===== src/rtl/sram_1rw1r_responder.sv =====
// sram_1rw1r_responder: flop-based stand-in for the 1RW+1R SRAM macro port.
//   clk, rst_n           shared clock, async active-low reset (clears memory and outputs)
//   csb0/web0/wmask0     port 0 chip select (low), write enable (low), byte write mask
//   addr0/din0/dout0     port 0 address, write data, registered read data
//   csb1/addr1/dout1     port 1 (read-only) chip select (low), address, registered read data
//   collision            registered: previous edge had a port 0 write and port 1 read of the same word
module sram_1rw1r_responder #(
   parameter int DATA_WIDTH = 8,
   parameter int ADDR_WIDTH = 4,
   parameter int DEPTH      = 16,
   parameter int NUM_WMASKS = DATA_WIDTH / 8
) (
   input  logic                  clk,
   input  logic                  rst_n,
   input  logic                  csb0,
   input  logic                  web0,
   input  logic [NUM_WMASKS-1:0] wmask0,
   input  logic [ADDR_WIDTH-1:0] addr0,
   input  logic [DATA_WIDTH-1:0] din0,
   output logic [DATA_WIDTH-1:0] dout0,
   input  logic                  csb1,
   input  logic [ADDR_WIDTH-1:0] addr1,
   output logic [DATA_WIDTH-1:0] dout1,
   output logic                  collision
);
   localparam int IW = DEPTH > 1 ? $clog2(DEPTH) : 1;
   logic [DATA_WIDTH-1:0] mem_q [DEPTH];
   logic [DATA_WIDTH-1:0] mem_d [DEPTH];
   logic [DATA_WIDTH-1:0] dout0_q, dout0_d, dout1_q, dout1_d;
   logic                  collision_q, collision_d;
   logic                  in0, in1, wr0, rd0, rd1;
   logic [IW-1:0]         idx0, idx1;
   // Range check in 32 bits so DEPTH == 2**ADDR_WIDTH does not wrap
   assign in0  = 32'(addr0) < DEPTH;
   assign in1  = 32'(addr1) < DEPTH;
   assign idx0 = IW'(addr0);
   assign idx1 = IW'(addr1);
   assign wr0  = !csb0 && !web0;
   assign rd0  = !csb0 && web0;
   assign rd1  = !csb1;
   always_comb begin
      mem_d = mem_q;
      for (int b = 0; b < NUM_WMASKS; b++)
         if (wr0 && in0 && wmask0[b]) mem_d[idx0][8*b +: 8] = din0[8*b +: 8];
   end
   // Reads see mem_q, so a same-edge port 1 read returns the pre-write word
   assign dout0_d     = rd0 ? (in0 ? mem_q[idx0] : '0) : dout0_q;
   assign dout1_d     = rd1 ? (in1 ? mem_q[idx1] : '0) : dout1_q;
   assign collision_d = wr0 && |wmask0 && rd1 && in0 && addr1 == addr0;
   always_ff @(posedge clk or negedge rst_n) begin
      if (!rst_n) begin
         mem_q       <= '{default: '0};
         dout0_q     <= '0;
         dout1_q     <= '0;
         collision_q <= 1'b0;
      end else begin
         mem_q       <= mem_d;
         dout0_q     <= dout0_d;
         dout1_q     <= dout1_d;
         collision_q <= collision_d;
      end
   end
   assign dout0     = dout0_q;
   assign dout1     = dout1_q;
   assign collision = collision_q;
endmodule


===== config.mk =====
export PLATFORM = sky130hd
export DESIGN_NAME = sram_1rw1r_responder
export DESIGN_NICKNAME = d
export VERILOG_FILES = /design/src/rtl/sram_1rw1r_responder.sv
export SDC_FILE = /design/constraint.sdc
export NUM_CORES = 1
export LEC_CHECK = 0
export BUFFER_PORTS_ARGS = -buffer_cell sky130_fd_sc_hd__buf_2
export CAP_MARGIN = 15
export CORE_ASPECT_RATIO = 0.7
export CORE_UTILIZATION = 35
export CTS_CLUSTER_SIZE = 28
export DETAILED_ROUTE_END_ITERATION = 7
export PLACE_DENSITY_LB_ADDON = 0.05
export SLEW_MARGIN = 5
export SYNTH_ARGS = -nofsm -noshare
export SYNTH_HDL_FRONTEND = slang
export SYNTH_SLANG_ARGS = --single-unit

===== constraint.sdc =====
create_clock -name clk -period 4.55 [get_ports clk]
set_clock_uncertainty 0.2 [all_clocks]
set_input_delay 0.2275 -clock clk [delete_from_list [all_inputs] [get_ports clk]]
set_output_delay 0.2275 -clock clk [all_outputs]
set_load 0.005 [all_outputs]

# Word-level counts from Yosys, hierarchy flattened
# Cells that the tools add are included.
[op_classes]
magnitude_cmp = 3
addsub = 0
n_eq_ne = 1
n_shift = 0
div_mod_pow = 0
reduce_logical = 9
bitwise_logic = 2
mux = 9
multipliers = 0
[ops]
columns = ["op", "count"]
rows = [
  ["$bwmux W128", 1],
  ["$bmux W8 S4", 2],
  ["$mux W8", 5],
  ["$demux W8 S4", 1],
  ["$ge A5 B5 Y1 const B", 2],
  ["$not A4 Y5", 2],
  ["$logic_and A1 B1 Y1", 6],
  ["$lt A5 B1 Y1 const B", 1],
  ["$eq A4 B4 Y1", 1],
  ["$logic_not A1 Y1", 3],
]
[word_totals]
rom_bits = 0
ff_bits = 145
output_inout_bits = 17
memories = 0
latch_bits = 0
ramBits = 0

# Longest topological paths before layout
[logic_depth]
depth_word = 6
ltp_mapped = 7

# Worst setup path before layout
# OpenSTA, ideal clock, no wires.
[synth_path]
kind = "input port to flip-flop"
startpoint = "input port addr0[3]"
endpoint = "register mem_q[120] (netlist bit)"
arrival_time_ps = 1414
path_stages = 5
path_slack_ps = 2811
setup_ps = 125
t_required_ps = 4225
path_cell_list = "buf_2 > or2_2 > clkbuf_2 > nor2_2 > mux2_2"
[synth_via]
elab_chain_len = 6
elab_cells_between_ends = 7
[synth_lines]
columns = ["element", "line_no", "source"]
rows = [
  ["start: declaration", "18", "input logic [ADDR_WIDTH-1:0] addr0,"],
  ["$not A4 Y5 (not written as such) (*)", "44", "if (wr0 && in0 && wmask0[b]) mem_d[idx0][8*b +: 8] = din0[8*b +: 8];"],
  ["$ge A5 B5 Y1 (not written as such) or $lt A5 B1 Y1 (tied branches)", "44", ""],
  ["$logic_and A1 B1 Y1 (not written as such)", "44", ""],
  ["$mux W8 (not written as such)", "44", ""],
  ["$demux W8 S4 (*)", "44", ""],
  ["$bwmux W128 (*)", "44", ""],
  ["end signal: assignment", "57", "mem_q <= mem_d;"],
  ["end: declaration", "27", "logic [DATA_WIDTH-1:0] mem_q [DEPTH];"],
]
# Mark *: on every way between the ends. The rest lies on a longest branch, timed or not.
# A chain may end at the register's enable or synchronous reset.

# Worst setup path in the final report
[layout_path]
startpoint = "input port addr0[2]"
endpoint = "register mem_q[23] (netlist bit)"
# The elaborated chain is that of the path after synthesis.

==> key figures <==
Run status
  – Status: finished clean

Layout
  – Syn-to-layout area delta: 12.34%
  – Share of layout cells above drive strength 1: 0.4188
  – Most frequent cells in the layout: dfrtp_1 (145), mux2_2 (128), mux2i_1 (60), buf_2 (37), o22ai_1 (26)
  – N_diodes: 0
  – Nets: roughly 580
  – Most common cell after layout, fill and taps aside: dfrtp_1

Worst hold path
  – Worst Hold End: collision$_DFF_PN0_
  – HP Start: csb0
  – Worst hold stages: 4
  – Worst min-delay path category: in -> reg

Timing
  – RSZ-0062 raised after global routing: false
  – Max-slew headroom: 0.2772
  – Final min period: approximately 2400 ps
  – Final worst-path cycle share: 0.5214
  – Final Max Slew Viols: 0
  – Hold slack: about 30 ps
  – Final hold violations: 0
  – Endpoints failing setup: 0
  – Setup TNS: 0 ps
  – Worst-Margin Slew: between 1000 and 1500 ps
  – Highest clock rate: about 0.42 GHz

Die
  – Core ar.: roughly 21000 µm²
  – IO Count: 39
  – Die ar.: 22510 µm²
  – Die height: between 100 and 150 µm
  – Initial Util: 0.3636
  – Die X: between 150 and 200 µm
  – Rows: 44

Pwr
  – Switching share of total power: 0.2620
  – Clk network pwr share: 0.412
  – Switching power: between 0.9 and 1 mW
  – Internal: ~2.7 mW
  – Pleak: 3.971 nW
  – Sequential share of power: 0.440
  – Pwr/cell area: between 400 and 500 nW/µm²
  – Combinational cell fraction of total power: 0.148
  – VDD IR max: roughly 0.00028 V

Routing
  – Routed WL per cell: 26.13 µm
  – Post-route ant nets: 0
  – Via density: approximately 5.7
  – Final WL: around 22 mm
  – Vias: 4817
  – Residual DRC count: 0
  – Iter 0 DRT Violations: between 300 and 400
  – Pre-antenna DRT Iters: 4

Setup path
  – CP Class: in -> reg
  – Worst reg2reg setup slack: approximately 2800 ps
  – R2r startpoint: mem_q[104]$_DFFE_PN0P_
  – R2R cell count: 4
  – Crit. End Element: flip-flop
  – Data required, critical path: around 4700 ps
  – Worst-path maximum fanout: 29
  – RR Endpoint: dout1[0]$_DFFE_PN0N_
  – CP arrival: approximately 2500 ps
  – Crit path launch type: input pin

GRT
  – Largest net degree at the start of global routing: 99
  – Initial antenna violation count: 0
  – Overflow after GRT: 0
  – Tot GR Track Use: 0.2147
  – Vias in the first global route: 5293
  – First-pass GRT wire length: 34.57 mm

Logic synthesis
  – Post-synth EDFFs: 0
  – YS warnings: 0
  – Post-synth design cell area: roughly 7700 µm²
  – Post-synthesis cell type count: 39
  – Top FF cell, synth: dfrtp_1
  – Sequential area share after synthesis: 0.4733
  – Synthesized area per cell: 14.14 µm²
  – Syn nets: 564
  – Syn Inst Count: between 500 and 600
  – Share of flip-flops with an asynchronous set or reset: 1.000
  – Flops & latches, synth: between 100 and 150

Clock network
  – Clock slew at reported path FFs: about 60 ps
  – Clk_lat worst skew: between 400 and 500 ps
  – Clk buf depth: 2
  – Post-CTS Setup Bufs: 0
  – H-tree depth: 4
  – CTS tree: done
  – Num CTS Buffers: 17
  – # clock sinks: 145
  – Clock root cell: clkbuf_16

Placement
  – Final Wtd Congestion: between 0.7 and 0.8
  – I/O Buffers: 38
  – Hpwl dp: 14.82 mm

Job
  – Max Cap Viol: 0
[final cells by class]
cell class,instances,area [µm²]
Fill cell,1952,12470
Multi-Input combinational cell,354,3795
Sequential cell,145,3628
Clock buffer,24,491.7
Tap cell,276,345.3
Timing Repair Buffer,41,221.5
Clock inverter,8,126.4
Inverter,1,3.754
[critical path: stages]
cell and delay [ps]:
buf_2 600, nand2_1 530, nor2_2 710, mux2_2 400
[repair_timing]
action,in CTS,in global routing
hold endpoints to repair,97,0
hold buffers,1,0
gates resized for setup,0,0
[per-layer routing]
metal | GRT usage | part of all wire | wire length, µm
met1 | 0.3195 | 0.50 | 11050
met2 | 0.3068 | 0.44 | 9789
met3 | 0.04891 | 0.042 | 921
met4 | 0.06830 | 0.019 | 425
met5 | 0 | 0 | 0
[synth_stat cells (3+ instances only)]
cell | n | area, µm²
dfrtp_1 | 145 | 3628
mux2_2 | 128 | 1441
mux2i_1 | 60 | 600.6
o22ai_1 | 26 | 162.7
mux4_2 | 21 | 473.0
mux4_1 | 17 | 446.7
a21oi_1 | 14 | 70.07
clkbuf_1 | 14 | 52.55
buf_2 | 12 | 60.06
nor2_1 | 11 | 41.29
nor3_1 | 10 | 50.05
a211oi_1 | 9 | 67.56
buf_4 | 9 | 67.56
a21o_1 | 8 | 60.06
o32ai_1 | 7 | 61.31
nand2_2 | 6 | 37.54
nor2_2 | 6 | 37.54
buf_6 | 4 | 45.04
nand2b_1 | 4 | 25.02
nor2b_1 | 3 | 18.77
xnor2_1 | 3 | 26.28
[state kept, by name, indices dropped and copies added (netlist names)]
name,count
dout0,8
collision,1
dout1,8
mem_q,128
[per-stage QoR]
| stage | setup slack [ps] | power [mW] | instances | util | area [µm²] |
|---|---|---|---|---|---|
| after detailed placement | 1722 | 2.156 | 816 | 0.3786 | 7984 |
| after CTS | 2163 | 3.658 | 849 | 0.4084 | 8612 |
| after global routing | 2044 | 3.782 | 849 | 0.4084 | 8612 |
| final | 2177 | 3.618 | 849 | 0.4084 | 8612 |
| after floorplan | 2811 | 1.954 | 542 | - | 7666 |
| after global placement | 1709 | 2.147 | 816 | 0.3786 | 7984 |
[power groups by stage]
stage	Combinational, mW	Clock, mW	Sequential, mW
5_1_grt	0.586	1.58	1.62
2_1_floorplan	0.392	0	1.56
3_3_place_gp	0.533	0	1.61
6_report	0.536	1.49	1.59
4_1_cts	0.545	1.52	1.59
3_5_place_dp	0.542	0	1.61
[worst max path at each step]
stage | to | slack [ps] | cells past startpoint | start
floorplan | mem_q[120]$_DFFE_PN0P_ | 2810 | 5 | addr0[3]
global placement | mem_q[19]$_DFFE_PN0P_ | 1710 | 4 | addr0[2]
detailed placement | mem_q[16]$_DFFE_PN0P_ | 1720 | 4 | addr0[2]
CTS | mem_q[23]$_DFFE_PN0P_ | 2160 | 4 | addr0[2]
global route | mem_q[18]$_DFFE_PN0P_ | 2040 | 4 | addr0[2]
finish | mem_q[23]$_DFFE_PN0P_ | 2180 | 4 | addr0[2]
[cell families (layout without fill, tap and decap cells)]
family          Yosys count  after routing  synth area share
compound gates           66             66           0.05696
xor+xnor                  4              4          0.004571
flops                   145            145            0.4733
mux                     226            226            0.3863
buf+inv                  43             74           0.03166
simple gates             58             58           0.04717
(Power assumes the default switching activity.)
